<file path="src/rtl/dmem_arbiter.sv">
// Round-robin arbiter sharing one data BRAM port between NCH requesters.
// Handles byte/half/word loads and stores, alignment errors and a LAT-deep response pipeline.
module dmem_arbiter #(
  parameter int WIDTH = 32,
  parameter int NCH   = 2,
  parameter int LAT   = 1
) (
  input  logic                 clk,
  input  logic                 rst,
  input  logic [NCH-1:0]       req_valid,
  output logic [NCH-1:0]       req_ready,
  input  logic [NCH-1:0]       req_we,
  input  logic [2*NCH-1:0]     req_size,
  input  logic [NCH-1:0]       req_signed,
  input  logic [WIDTH*NCH-1:0] req_addr,
  input  logic [WIDTH*NCH-1:0] req_wdata,
  output logic [NCH-1:0]       rsp_valid,
  output logic [NCH-1:0]       rsp_err,
  output logic [WIDTH*NCH-1:0] rsp_rdata,
  output logic [3:0]           dm_we,
  output logic [WIDTH-1:0]     dm_addr,
  output logic [WIDTH-1:0]     dm_wdata,
  input  logic [WIDTH-1:0]     dm_rdata
);

  localparam int IDW = (NCH > 1) ? $clog2(NCH) : 1;

  typedef enum logic [1:0] {
    SZ_BYTE = 2'b00,
    SZ_HALF = 2'b01,
    SZ_WORD = 2'b10,
    SZ_ILL  = 2'b11
  } size_e;

  typedef struct packed {
    logic           vld;
    logic [IDW-1:0] id;
    logic           we;
    logic [1:0]     off;
    size_e          size;
    logic           sgn;
    logic           err;
  } slot_t;

  logic [IDW-1:0] ptr_q, ptr_d;
  logic [IDW-1:0] gnt_id, cand;
  logic           gnt_any;
  logic [WIDTH-1:0] g_addr, g_wdata;
  size_e          g_size;
  logic           g_we, g_sgn, g_err;
  slot_t          slot_d;
  slot_t          pipe_q [LAT];
  slot_t          rs;
  logic [WIDTH-1:0] shifted, ld;

  // Scan from the pointer upward (with wrap); the first valid channel wins.
  always_comb begin
    gnt_any = 1'b0;
    gnt_id  = '0;
    cand    = '0;
    for (int unsigned i = 0; i < NCH; i++) begin
      cand = IDW'((32'(ptr_q) + i) % 32'(NCH));
      if (!gnt_any && req_valid[cand]) begin
        gnt_any = 1'b1;
        gnt_id  = cand;
      end
    end
    if (!rst) gnt_any = 1'b0;
    req_ready = gnt_any ? (NCH'(1) << gnt_id) : '0;
  end

  always_comb begin
    ptr_d = ptr_q;
    if (gnt_any) ptr_d = (32'(gnt_id) == 32'(NCH - 1)) ? '0 : gnt_id + 1'b1;
  end

  always_comb begin
    g_addr  = req_addr[gnt_id*WIDTH +: WIDTH];
    g_wdata = req_wdata[gnt_id*WIDTH +: WIDTH];
    g_size  = size_e'(req_size[gnt_id*2 +: 2]);
    g_we    = req_we[gnt_id];
    g_sgn   = req_signed[gnt_id];
    unique case (g_size)
      SZ_BYTE: g_err = 1'b0;
      SZ_HALF: g_err = g_addr[0];
      SZ_WORD: g_err = (g_addr[1:0] != 2'b00);
      default: g_err = 1'b1;
    endcase

    dm_addr = {g_addr[WIDTH-1:2], 2'b00};
    dm_we   = '0;
    if (gnt_any && g_we && !g_err) begin
      unique case (g_size)
        SZ_BYTE: dm_we = 4'b0001 << g_addr[1:0];
        SZ_HALF: dm_we = 4'b0011 << g_addr[1:0];
        default: dm_we = 4'b1111;
      endcase
    end
    unique case (g_size)
      SZ_BYTE: dm_wdata = {4{g_wdata[7:0]}};
      SZ_HALF: dm_wdata = {2{g_wdata[15:0]}};
      default: dm_wdata = g_wdata;
    endcase

    slot_d.vld  = gnt_any;
    slot_d.id   = gnt_id;
    slot_d.we   = g_we;
    slot_d.off  = g_addr[1:0];
    slot_d.size = g_size;
    slot_d.sgn  = g_sgn;
    slot_d.err  = g_err;
  end

  always_ff @(posedge clk or negedge rst) begin
    if (!rst) begin
      ptr_q <= '0;
      for (int unsigned i = 0; i < LAT; i++) pipe_q[i] <= '0;
    end else begin
      ptr_q     <= ptr_d;
      pipe_q[0] <= slot_d;
      for (int unsigned i = 1; i < LAT; i++) pipe_q[i] <= pipe_q[i-1];
    end
  end

  // The last stage lines up with the BRAM data for the same access.
  always_comb begin
    rs      = pipe_q[LAT-1];
    shifted = dm_rdata >> {rs.off, 3'b000};
    unique case (rs.size)
      SZ_BYTE: ld = rs.sgn ? {{(WIDTH-8){shifted[7]}}, shifted[7:0]}
                           : {{(WIDTH-8){1'b0}}, shifted[7:0]};
      SZ_HALF: ld = rs.sgn ? {{(WIDTH-16){shifted[15]}}, shifted[15:0]}
                           : {{(WIDTH-16){1'b0}}, shifted[15:0]};
      default: ld = shifted;
    endcase
    rsp_valid = '0;
    rsp_err   = '0;
    rsp_rdata = '0;
    if (rs.vld) begin
      rsp_valid[rs.id] = 1'b1;
      rsp_err[rs.id]   = rs.err;
      if (!rs.we && !rs.err) rsp_rdata[rs.id*WIDTH +: WIDTH] = ld;
    end
  end

endmodule

</file>
<file path="config.mk">
export PLATFORM = sky130hd
export DESIGN_NAME = dmem_arbiter
export DESIGN_NICKNAME = d
export VERILOG_FILES = /design/src/rtl/dmem_arbiter.sv
export SDC_FILE = /design/constraint.sdc
export NUM_CORES = 1
export LEC_CHECK = 0
export CORE_AREA = 4 4 117 119
export CTS_CLUSTER_SIZE = 25
export DETAILED_ROUTE_END_ITERATION = 10
export DIE_AREA = 0 0 121 123
export PLACE_DENSITY = 0.78
export SLEW_MARGIN = 20
export SYNTH_ARGS = -nofsm -noshare
export SYNTH_HDL_FRONTEND = slang
export SYNTH_SLANG_ARGS = --single-unit
</file>
<file path="constraint.sdc">
create_clock -name clk -period 2.7 [get_ports clk]
set_input_delay 0.54 -clock clk [delete_from_list [all_inputs] [get_ports clk]]
set_output_delay 0.54 -clock clk [all_outputs]
set_load 0.02 [all_outputs]
</file>
==> flow_metrics.tcl <==
set metrics [dict create \
    drt_pass1_iterations 4 \
    reg2reg_slack_ns 1.15 \
    p_leak_nw 3.53 \
    top_layer_used "met4" \
    status "complete, no violations" \
    grt_start_max_net_pins 39 \
    drtAntennaViolNets 0 \
    drcViolationCount 0 \
    dieWidth_um 121 \
    track_usage_pct 21.2 \
    synth_top_flop_cell "dfrtp_1" \
    antenna_found_initial 0 \
    fillers 1207 \
    yosys-top-cells-area "mux2_2 14%, nand2_1 12%, buf_4 7.6%" \
    cts_tree "built" \
    dieArea_um2 14900 \
    maxCapViolCount 0 \
    n_antenna_cell 0 \
    fin_nets 1023 \
    route.met3.wl_um 1340 \
    start_kind "primary input" \
    syn_area_um2 3350 \
    total_power_mw 2.01 \
    clock_latency_ns 0.23 \
    ys_seq_area_share_pct 7.47 \
    wl_met1_um 6890 \
    wl_met2_um 8510 \
    grt_pass1_vias 4818 \
    post-route-period-util_pct 98.9 \
    cts_max_level 1 \
    wl_per_cell_um 16.8 \
    drt-total-wl_um 17100 \
    arrival_ns 2.13 \
    slew_viol_final 0 \
    drive_gt1_share_pct 30.9 \
    crit_type "primary input to primary output" \
    fin_area_um2 7000 \
    cts.sinks 10 \
    syn_to_final_growth_pct 109 \
    worstSetupEndpointType "primary output" \
    cts_buffer_depth 2 \
    postCtsHoldBufs 0 \
    io_buffers 307 \
    regToRegStartpoint "ptr_q$_DFFE_PN0N_" \
    dp_hpwl_um 14400 \
    io_pins 310 \
    overflow 0 \
    path_max_fanout 8 \
    die_h_um 123 \
    syn_inst 509 \
    synth_top_area_cell "mux2_2" \
    vias_per_cell 4.88 \
    synth-seq-cells 10 \
    ir_drop_v 0.000187 \
    rsz0062_at_grt "yes" \
    grt_pass1_wl_um 25500 \
    required_ns 2.16 \
    final_cells 1021 \
    final_core_util_pct 55.7 \
    drtIter0Drc 235 \
    max_freq_ghz 0.374 \
    finalHoldViolations 0 \
    gp_congestion 0.975 \
    avgSynthCellArea_um2 6.58 \
    pre_cts_ws_ns -0.781 \
    root_buffer "clkbuf_16" \
    synth_top_area_share_pct 13.8 \
    dp_cells 1012 \
    cts-buffers-inserted 3 \
    rows 41 \
    setup_viol 0 \
    async_flop_share_pct 100 \
    p_per_area_nw_per_um2 287 \
    core_um2 12600 \
    setup_ws_ns 0.0294 \
    placed_cell_area_um2 7020 \
    whs_ns 0.657 \
    setup.worst_path.start "req_valid[1]" \
    synth-edff-count 0 \
    synth.distinct_cells 49 \
    fin_crit_ns 2.67 \
    tns_ns 0 \
    finalClockSkew_ns 0.00220 \
    hp-class "primary input to asynchronous set/reset pin" \
    yosys_warnings 0 \
    initial_core_util_pct 26.6 \
    path_clk_slew_ns 0.04 \
    via_count 4981 \
]
## metal layers
| metal | track usage (%) | vias to the layer above |
|---|---|---|
| li1 | - | 2448 |
| met1 | 25.8 | 2249 |
| met2 | 38.3 | 254 |
| met3 | 4.12 | 30 |
| met4 | 5.45 | 0 |
| met5 | 0 | - |
## cell usage after synthesis (3+ instances only)
cell type / instances
nor2b_1: 4
o22ai_1: 9
a21oi_1: 3
mux2i_1: 18
nand2_1: 109
nor3b_1: 16
a21o_1: 10
o21ai_0: 24
and2_1: 4
nor3_1: 18
inv_1: 3
nor2_1: 51
a211oi_1: 7
mux2_2: 41
o41ai_1: 8
a2111oi_0: 8
dfrtp_1: 10
buf_4: 34
a21boi_0: 17
buf_2: 10
and3_1: 37
clkbuf_1: 30
## state kept, by name, summed over array words and instances, names as in the netlist
name / count
pipe_q: 9
ptr_q: 1
## power by group
part,internal [mW],switching (mW),leakage [nW],total [mW]
clock,0.191,0.0579,0.0370,0.249
combinational,0.820,0.755,3.37,1.58
sequential,0.166,0.0176,0.117,0.184
## final timing paths
kind / endpoint / cells past startpoint
min: ptr_q$_DFFE_PN0N_ / 2
max in group asynchronous: pipe_q[5]$_DFF_PN0_ / 2
max: dm_wdata[13] / 8
min reg2reg: ptr_q$_DFFE_PN0N_ / 3
min in group clk: ptr_q$_DFFE_PN0N_ / 3
max reg2reg: pipe_q[2]$_DFF_PN0_ / 7
## worst max-delay path, cell delays in order
cell,delay (ns)
dlygate4sd2_1,0.24
buf_6,0.14
and3_4,0.17
buf_4,0.14
nor4_4,0.23
buf_6,0.21
mux2_4,0.32
buf_6,0.13
## logic make-up after synthesis
| logic type | count (synthesis) | share of synthesized area, % |
|---|---|---|
| compound gates | 95 | 19.7 |
| xor+xnor | 4 | 1.05 |
| buf+inv | 82 | 13.8 |
| flops | 10 | 7.47 |
| mux | 61 | 20.5 |
| other cells | 1 | 0.112 |
| simple gates | 256 | 37.3 |
## cells in the final DEF (no fill, tap or decap), drive strengths merged, types with 2 or more instances in the layout
cell           synthesis  layout
a21oi                  3       3
nand4b                 2       2
nand3b                 2       2
dlygate4sd2            0      52
o41ai                  8       8
and3                  38      38
a211oi                 7       7
conb                   1       2
mux4                   2       2
clkdlybuf4s15          0       5
nor4                   2       2
and2                   4       4
a21o                  10      10
dfrtp                 10      10
clkbuf                30      32
o22ai                  9       9
a21boi                19      19
nor2b                  4       4
nor3b                 16      16
or2                    2       2
clkdlybuf4s50          0     168
dlymetal6s2s           0       6
nor2                  51      51
a2111oi                8       8
o21ai                 24      24
inv                    5       5
nor3                  19      19
o21a                   2       2
nor4b                  2       2
nand2                109     109
mux2                  41      41
xnor2                  2       2
buf                   47     153
xor2                   2       2
mux2i                 18      18
## area by class of cell
class / count / area (um^2) / area share (%)
timing repair buffer: 413 / 3630 / 51.8
multi-input combinational: 418 / 2810 / 40.1
sequential: 10 / 251 / 3.59
tap: 172 / 215 / 3.08
clock buffer: 3 / 75.1 / 1.07
inverter: 5 / 21.3 / 0.304
## what timing repair did
item                                    CTS  global route
pin swaps                                 7             3
gates resized for setup                 360            79
gates cloned                              1             0
setup buffers                             2             4
endpoints found under the setup margin  130           108
Power figures use the tool's default switching activity.
